[config.mk]
export PLATFORM = sky130hd
export DESIGN_NAME = ifetch_unit
export DESIGN_NICKNAME = d
export VERILOG_FILES = /design/src/rtl/ifetch_unit.sv
export SDC_FILE = /design/constraint.sdc
export NUM_CORES = 1
export LEC_CHECK = 0
export ABC_AREA = 1
export CORE_ASPECT_RATIO = 0.6
export CORE_MARGIN = 2
export CORE_UTILIZATION = 48
export CTS_CLUSTER_DIAMETER = 150
export DETAILED_ROUTE_END_ITERATION = 8
export DONT_BUFFER_PORTS = 1
export HOLD_SLACK_MARGIN = 0.1
export PLACE_DENSITY_LB_ADDON = 0.15
export SYNTH_ARGS = -nofsm -noshare
export SYNTH_HDL_FRONTEND = slang
export SYNTH_SLANG_ARGS = --single-unit
[constraint.sdc]
create_clock -name CLK -period 17.05 [get_ports CLK]
set_clock_uncertainty 0.2 [all_clocks]
set_input_delay 4.2625 -clock CLK [delete_from_list [all_inputs] [get_ports CLK]]
set_output_delay 4.2625 -clock CLK [all_outputs]
set_load 0.005 [all_outputs]
[src/rtl/ifetch_unit.sv]
// Instruction-fetch front end: PC sequencing, single-outstanding word fetch, fetch buffer.
// Optional IFETCH_PERF_CNT_EN adds fetchCount/stallCycles performance counters.
module ifetch_unit #(
  parameter logic [31:0] RESET_PC   = 32'h0000_0000,
  parameter int          FIFO_DEPTH = 2
) (
  input  logic        CLK,
  input  logic        RST,
  input  logic [31:0] pcValue,
  output logic [31:0] pcNext,
  output logic        memReq,
  output logic [31:0] memAddr,
  input  logic        memGnt,
  input  logic        memRvalid,
  input  logic [31:0] memRdata,
  input  logic        redirect,
  input  logic [31:0] redirectPc,
  output logic        instrValid,
  output logic [31:0] instrData,
  output logic [31:0] instrPc,
`ifdef IFETCH_PERF_CNT_EN
  output logic [31:0] fetchCount,
  output logic [31:0] stallCycles,
`endif
  input  logic        instrReady
);

  localparam int AW = (FIFO_DEPTH > 1) ? $clog2(FIFO_DEPTH) : 1;
  localparam int CW = AW + 1;

  typedef enum logic [1:0] {
    S_BOOT,
    S_REQ,
    S_WAIT
  } state_e;

  typedef struct packed {
    logic [31:0] pc;
    logic [31:0] data;
  } ent_t;

  state_e          state_q, state_d;
  logic            drop_q, drop_d;
  logic [31:0]     req_pc_q, req_pc_d;
  logic [CW-1:0]   count_q, count_d;
  logic [AW-1:0]   wr_q, wr_d;
  logic [AW-1:0]   rd_q, rd_d;
  ent_t            mem_q [FIFO_DEPTH];

  logic space;
  logic grant;
  logic push;
  logic pop;

  assign space   = count_q < CW'(FIFO_DEPTH);
  assign memReq  = (state_q == S_REQ) && space;
  assign memAddr = pcValue;
  assign grant   = memReq && memGnt;
  assign push    = (state_q == S_WAIT) && memRvalid
                   && !drop_q && !redirect;
  assign pop     = (count_q != '0) && instrReady && !redirect;

  assign instrValid = count_q != '0;
  assign instrPc    = mem_q[rd_q].pc;
  assign instrData  = mem_q[rd_q].data;

  always_comb begin
    state_d  = state_q;
    drop_d   = drop_q;
    req_pc_d = req_pc_q;
    pcNext   = pcValue;
    unique case (state_q)
      S_BOOT: begin
        pcNext  = RESET_PC;
        state_d = S_REQ;
      end
      S_REQ: begin
        if (grant) begin
          pcNext   = pcValue + 32'd4;
          req_pc_d = pcValue;
          state_d  = S_WAIT;
        end
      end
      S_WAIT: begin
        if (memRvalid) begin
          drop_d  = 1'b0;
          state_d = S_REQ;
        end
      end
      default: state_d = S_BOOT;
    endcase
    // A fetch still in flight after redirect returns stale data: mark it dropped.
    if (redirect) begin
      pcNext = redirectPc;
      if (grant || (state_q == S_WAIT && !memRvalid)) begin
        drop_d  = 1'b1;
        state_d = S_WAIT;
      end else begin
        drop_d  = 1'b0;
        state_d = S_REQ;
      end
    end
  end

  always_comb begin
    count_d = count_q + CW'(push) - CW'(pop);
    wr_d    = push ? wr_q + AW'(1) : wr_q;
    rd_d    = pop  ? rd_q + AW'(1) : rd_q;
    if (redirect) begin
      count_d = '0;
      wr_d    = '0;
      rd_d    = '0;
    end
  end

  always_ff @(posedge CLK or posedge RST) begin
    if (RST) begin
      state_q  <= S_BOOT;
      drop_q   <= 1'b0;
      req_pc_q <= '0;
      count_q  <= '0;
      wr_q     <= '0;
      rd_q     <= '0;
      for (int i = 0; i < FIFO_DEPTH; i++) begin
        mem_q[i] <= '0;
      end
    end else begin
      state_q  <= state_d;
      drop_q   <= drop_d;
      req_pc_q <= req_pc_d;
      count_q  <= count_d;
      wr_q     <= wr_d;
      rd_q     <= rd_d;
      if (push) begin
        mem_q[wr_q] <= '{pc: req_pc_q, data: memRdata};
      end
    end
  end

`ifdef IFETCH_PERF_CNT_EN
  logic [31:0] fetch_cnt_q;
  logic [31:0] stall_cnt_q;

  always_ff @(posedge CLK or posedge RST) begin
    if (RST) begin
      fetch_cnt_q <= '0;
      stall_cnt_q <= '0;
    end else begin
      fetch_cnt_q <= fetch_cnt_q + 32'(push);
      stall_cnt_q <= stall_cnt_q
                     + 32'((state_q == S_REQ) && !space);
    end
  end

  assign fetchCount  = fetch_cnt_q;
  assign stallCycles = stall_cnt_q;
`endif

endmodule

==> results of run 1 <==
[stage by stage]
step / power [mW] / cell area (um^2) / hold WS, ns / utilization (%) / setup slack [ns]
floorplan: 0.826 / 8620 / 0.253 / - / 7.30
global placement: 0.896 / 8460 / 0.268 / 48.7 / 6.67
global route: 1.36 / 9030 / 0.308 / 52.0 / 6.39
detailed placement: 0.902 / 8460 / 0.273 / 48.7 / 6.63
CTS: 1.28 / 9030 / 0.291 / 52.0 / 6.63
finish: 1.26 / 9030 / 0.289 / 52.0 / 6.59
[routing by layer]
layer / track usage [%] / share of wire (%) / vias to the layer above
met4: 3.90 / 0.44 / 0
met2: 31.8 / 42 / 246
met1: 33.9 / 49 / 3151
met5: 0 / 0 / -
li1: - / - / 3505
met3: 6.64 / 9.0 / 11
[power breakdown]
group          internal, mW  switching [mW]  leakage (nW)  total (mW)
Sequential            0.512          0.0644          2.21       0.577
Clock                 0.211           0.161         0.271       0.372
Combinational         0.101           0.212          2.13       0.313
[final timing paths]
kind                         startpoint            to
hold / removal             req_pc_q[28]  req_pc_q[28]
setup / recovery                 memGnt    pcNext[22]
min in group asynchronous           RST     mem_q[95]
setup reg to reg             state_q[1]     mem_q[65]
hold reg to reg            req_pc_q[28]  req_pc_q[28]
max in group asynchronous           RST    mem_q[111]
[registers in the layout (all words and copies together) (netlist names)]
signal    cells
count_q       2
drop_q        1
mem_q       128
rd_q          1
req_pc_q     32
state_q       2
wr_q          1
[kinds of logic (layout without fill, tap and decap cells)]
| family | count (synthesis) | in the layout | share of synthesized area (%) |
|---|---|---|---|
| compound gates | 194 | 194 | 11.4 |
| fa+ha+maj | 3 | 3 | 0.436 |
| buf+inv | 205 | 153 | 11.1 |
| xor+xnor | 5 | 5 | 0.508 |
| simple gates | 601 | 601 | 28.0 |
| flops | 167 | 167 | 48.5 |
[cell type report]
type	count	area [um^2]	share of cell area, %
timing repair buffer	7	52.6	0.582
inverter	115	442	4.89
sequential	167	4180	46.3
multi-input combinational	803	3490	38.7
clock buffer	20	457	5.06
tap	234	293	3.24
clock inverter	11	114	1.26
[worst max-delay path, stage by stage]
cell	delay [ns]
inv_1	0.04
nor3_4	0.80
nand2_1	0.15
nor2_2	0.42
nand3_1	0.14
nand3_1	0.11
nand2_1	0.07
[placed cells by master, fill, tap and decap left out, types with 2 or more instances in the layout]
cell        count
nand4_1         6
a21oi_1         8
o21ai_1       133
xor2_1          4
nand2_1       480
clkinv_4        2
nor2_4          4
clkbuf_8        2
inv_2           2
buf_4           7
clkbuf_16      17
nand2_2         3
ha_1            3
inv_1         111
inv_6           7
nor2_2          5
dfrtp_1       166
nor3_1          4
o21ai_0        49
nor2_1         49
nand3_1        44
clkinvlp_4      3
==> metrics.md, run 1 <==
| Metric | Value |
|---|---|
| Status | `finished, final reports clean` |
| Clock Tree Root | `clkbuf_16` |
| Maximum vdd drop | `0.0000688 V` |
| Core region area | `0.0174 mm^2` |
| Final total negative setup slack | `0 ns` |
| Post-synth top cells | `481 x nand2_1, 167 x dfrtp_1, 133 x o21ai_1, 113 x inv_1` |
| CTS Buf Count | `17` |
| Sequential fraction of the synthesis area | `48.5%` |
| Yosys cell types | `31` |
| Initial antenna violation count | `0` |
| Hold-fix buffers, CTS | `0` |
| Chip Height | `108 um` |
| Setup Viol. Count Final | `0` |
| Clock latency at the later pin of the worst-skew pair | `0.41 ns` |
| Post-synth EDFFs | `0` |
| I/O pin count | `232` |
| Residual antenna-violating net count after detailed routing | `0` |
| Maximum buffer depth of the clock tree | `2` |
| CTS tree | `done` |
| Vias in the first global route | `6,196` |
| Worst relative slew slack | `30.6%` |
| Fmax | `95.6 MHz` |
| GR Overflow Total | `0` |
| Fraction of layout cells with a size suffix above 1 | `5.34%` |
| Unrepaired setup endpoints after global routing | `no` |
| Post-DP HPWL | `14,300 um` |
| Diodes inserted | `0` |
| YS warnings | `0` |
| Die Wd | `177 um` |
| Fin crit share | `61.4%` |
| Post-CTS setup buffers | `0` |
| Via count | `6,913` |
| Syn-to-layout area delta | `4.79%` |
| Crit path required time | `12.59 ns` |
| R2R setup slack | `14.23 ns` |
| Asr flop ratio synth | `100%` |
| Slew Limit Fails | `0` |
| Dominant cells by area after synthesis | `dfrtp_1 48%, nand2_1 21%, o21ai_1 7.7%` |
| Critical path type | `input pin to output pin` |
| # DRC | `0` |
| Critical Path Fanout Max | `30` |
| CP startpoint kind | `input pin` |
| DR vias/cell | `5.09` |
| Largest net degree at the start of global routing | `85` |
| Number of port buffers | `0` |
| Most numerous cell in the Yosys netlist | `nand2_1` |
| Arr. time, crit path | `6.00 ns` |
| CTS sink cnt | `167` |
| Drt first pass iters | `5` |
| Mapped Nets | `1,280` |
| Syn Area/Cell | `7.33 um^2` |
| GPL Wtd Cong | `0.876` |
| Cell taking the most area after synthesis | `dfrtp_1` |
| R2R depth | `8` |
| Final min period | `10.46 ns` |
| Ys flop type | `dfrtp_1` |
| GRT Util Overall | `22.4%` |
| Hold Crit Class | `register to register` |
| CTS resizes | `0` |
| Fin. Hold Viols | `0` |
| Worst Setup End Kind | `output pin` |
| Layout Cells excl Fill | `1,357` |
| Area share of the largest cell type after synthesis | `48.5%` |
| Worst Max-Slew Pin Slew | `1.04 ns` |
| Row count | `37` |
| Wire per inst | `15.6 um` |
| Initial Util | `49.6%` |
| Hold depth | `2` |
| Fin nets | `1,216` |
| Die ar. | `0.0191 mm^2` |
| Routed Wire Length | `21,100 um` |
| Lkg Pwr | `4.62 nW` |
| Max Cap Viol | `0` |
| DR iter-0 viols | `611` |
| H-tree Lvls | `4` |
| Placed cell count | `1,326` |
| Synthesized cell area | `0.00862 mm^2` |
| Fill cells | `1,794` |
| Reg clk slew, reported paths | `0.07 ns` |
| Cells after synthesis | `1,175` |
| Seq cells post-synth | `167` |
| PwrDens | `140 mW/mm^2` |
| First-pass GRT wire length | `33,600 um` |
(Power assumes the default switching activity.)
==> inputs of run 2 (changes only) <==
--- a/config.mk
+++ b/config.mk
@@ -5,7 +5,7 @@
 export SDC_FILE = /design/constraint.sdc
 export NUM_CORES = 1
 export LEC_CHECK = 0
-export ABC_AREA = 1
+export ABC_AREA = 0
 export CORE_ASPECT_RATIO = 0.6
 export CORE_MARGIN = 2
 export CORE_UTILIZATION = 48
==> constraint.sdc (replaced) <==
create_clock -name CLK -period 8.7 [get_ports CLK]
set_clock_uncertainty 0.2 [all_clocks]
set_input_delay 2.175 -clock CLK [delete_from_list [all_inputs] [get_ports CLK]]
set_output_delay 2.175 -clock CLK [all_outputs]
set_load 0.005 [all_outputs]
==> metrics.md, run 2 <==
| Metric | Value |
|---|---|
| DR iter-0 viols | `354` |
| Syn Area/Cell | `11.5 um^2` |
| H-tree Lvls | `4` |
| CTS resizes | `0` |
| Sw frac | `31.0%` |
| Core region area | `0.0172 mm^2` |
| Hold Crit Class | `register to register` |
| Die ar. | `0.0187 mm^2` |
| Slowest stage delay, CP | `0.62 ns` |
| PwrDens | `268 mW/mm^2` |
| Cells after synthesis | `731` |
| Most numerous cell in the Yosys netlist | `mux2_2` |
| Wire per inst | `21.4 um` |
| Ys flop type | `dfrtp_1` |
| Final min period | `6.46 ns` |
| # DRC | `0` |
| Asr flop ratio synth | `100%` |
| Critical path type | `input pin to output pin` |
| GR Overflow Total | `0` |
| Area after DPL | `0.00837 mm^2` |
| Fraction of layout cells with a size suffix above 1 | `34.7%` |
| Most frequent cells in the layout | `194 x mux2_2, 166 x dfrtp_1, 115 x nand2_1` |
| Worst relative slew slack | `29.9%` |
| Area share of the largest cell type after synthesis | `49.6%` |
| Fin crit share | `74.3%` |
| Arr. time, crit path | `4.09 ns` |
| Post-CTS setup buffers | `0` |
| Setup Viol. Count Final | `0` |
| Routed Wire Length | `19,800 um` |
| Seq cells post-synth | `167` |
| Fin util | `52.0%` |
| Maximum buffer depth of the clock tree | `2` |
| Cell taking the most area after synthesis | `dfrtp_1` |
| Hold-fix buffers, CTS | `0` |
| Register name with the most flops | `mem_q` |
| Maximum vdd drop | `0.000126 V` |
| Syn-to-layout area delta | `6.00%` |
| DR vias/cell | `5.94` |
| CTS sink cnt | `167` |
| First-pass GRT wire length | `31,500 um` |
| Internal cell power | `1.65 mW` |
| Initial antenna violation count | `0` |
| Delay-heaviest family, CP | `simple AND/OR/NAND/NOR gates` |
| Post-synth top cells | `194 x mux2_2, 167 x dfrtp_1, 115 x nand2_1, 32 x buf_4, 26 x clkbuf_1` |
| Crit path required time | `6.33 ns` |
| Vias in the first global route | `5,657` |
| Post-synth EDFFs | `0` |
| Unrepaired setup endpoints after global routing | `no` |
| Post-Layout Inst Area | `0.00893 mm^2` |
| Regs by FF count | `mem_q: 128 flops, req_pc_q: 32 flops` |
| Worst Setup End Kind | `output pin` |
| Critical Path Fanout Max | `12` |
| Reg clk slew, reported paths | `0.06 ns` |
| Number of port buffers | `0` |
| Drt first pass iters | `5` |
| Die Wd | `175 um` |
| Fin nets | `784` |
| Fin. Hold Viols | `0` |
| DP Worst Slack | `2.26 ns` |
| Diodes inserted | `0` |
| Fmax | `155 MHz` |
| Flop pwr share | `47.0%` |
| Synthesized cell area | `0.00842 mm^2` |
| Clock Tree Root | `clkbuf_16` |
| YS warnings | `0` |
| Setup WS post-layout | `2.24 ns` |
| CP cell instances | `nor4bb_4 > nand4_1 > or4_1 > nand3_1` |
| Dominant cells by area after synthesis | `dfrtp_1 50%, mux2_2 26%, nand2_1 5.1%` |
| Most common cell after layout, fill and taps aside | `mux2_2` |
| R2R setup slack | `5.87 ns` |
| Layout Cells excl Fill | `926` |
| Slew Limit Fails | `0` |
| CP startpoint kind | `input pin` |
| Final total negative setup slack | `0 ns` |
| CP bufs+invs | `0` |
| Placed cell count | `894` |
| Clock network fraction of total power | `29.5%` |
| GPL Wtd Cong | `0.835` |
| Via count | `5,499` |
| Logic gate share of total power | `23.5%` |
| Status | `finished, final reports clean` |
| Clock latency at the later pin of the worst-skew pair | `0.41 ns` |
| Lkg Pwr | `4.19 nW` |
| WHS | `0.295 ns` |
| Row count | `37` |
| Initial Util | `49.0%` |
| Max FFs per register | `128` |
| NetSw | `740 uW` |
| Mapped Nets | `836` |
| Max Cap Viol | `0` |
| Post-DP HPWL | `13,400 um` |
| Yosys cell types | `50` |
| Residual antenna-violating net count after detailed routing | `0` |
| Slowest CP cell | `or4_1` |
| Largest net degree at the start of global routing | `101` |
| Worst Max-Slew Pin Slew | `1.05 ns` |
| I/O pin count | `232` |
| CTS tree | `done` |
| Fill cells | `1,504` |
| CTS Buf Count | `17` |
| Sequential fraction of the synthesis area | `49.6%` |
| GRT Util Overall | `21.8%` |
| Total power | `2.39 mW` |
| Chip Height | `107 um` |
## run 2: changes by cell type after synthesis, moves of 14 or more
cell	before	now
inv_1	113	8
buf_2	29	15
o211ai_1	1	16
nor2_1	49	10
nand3_1	44	21
o21ai_1	133	0
nand2_1	481	115
o21ai_0	49	18
mux2_2	0	194
## run 2: per-layer routing
layer  up-vias  GRT usage [%]  wire [um]
met5         -              0          0
met3        16           7.41       1740
li1       2479              -          -
met1      2800           30.5       9100
met2       204           32.1       8750
met4         0           6.31        210
## run 2: cell families (layout without fill, tap and decap cells)
logic type | Yosys count | in the layout | synth area share [%]
simple gates | 206 | 206 | 11.7
mux | 194 | 194 | 25.9
flops | 167 | 167 | 49.6
buf+inv | 84 | 45 | 5.48
compound gates | 63 | 63 | 5.38
xor+xnor | 14 | 14 | 1.46
fa+ha+maj | 3 | 3 | 0.446
## run 2: layout make-up
type,instances,area (um^2),share of cell area [%]
flip-flops and latches,167,4180,46.8
multi-input cells,480,3820,42.8
clock buffers,19,443,4.96
well taps,234,293,3.28
clock inverters,13,114,1.28
repair buffers,5,37.5,0.420
inverters,8,35.0,0.392
## run 2: power groups by stage
stage	clock network [mW]	registers [mW]	logic, mW
detailed placement	0	1.14	0.569
global route	0.764	1.15	0.627
CTS	0.724	1.13	0.572
finish	0.704	1.12	0.561
global placement	0	1.12	0.556
floorplan	0	1.08	0.482
## run 2: worst min-delay path, stage by stage (launching register included)
cell and delay (ns):
dfrtp_1 0.35, nand2_1 0.06, nand2_1 0.06
## run 2: worst paths after layout
path | start | to | cells after the start
max | memGnt | pcNext[21] | 4
max reg2reg | state_q[1] | mem_q[109] | 5
max in group asynchronous | RST | mem_q[109] | 2
min in group asynchronous | RST | mem_q[28] | 1
min reg2reg | req_pc_q[19] | req_pc_q[19] | 2
min | req_pc_q[19] | req_pc_q[19] | 2
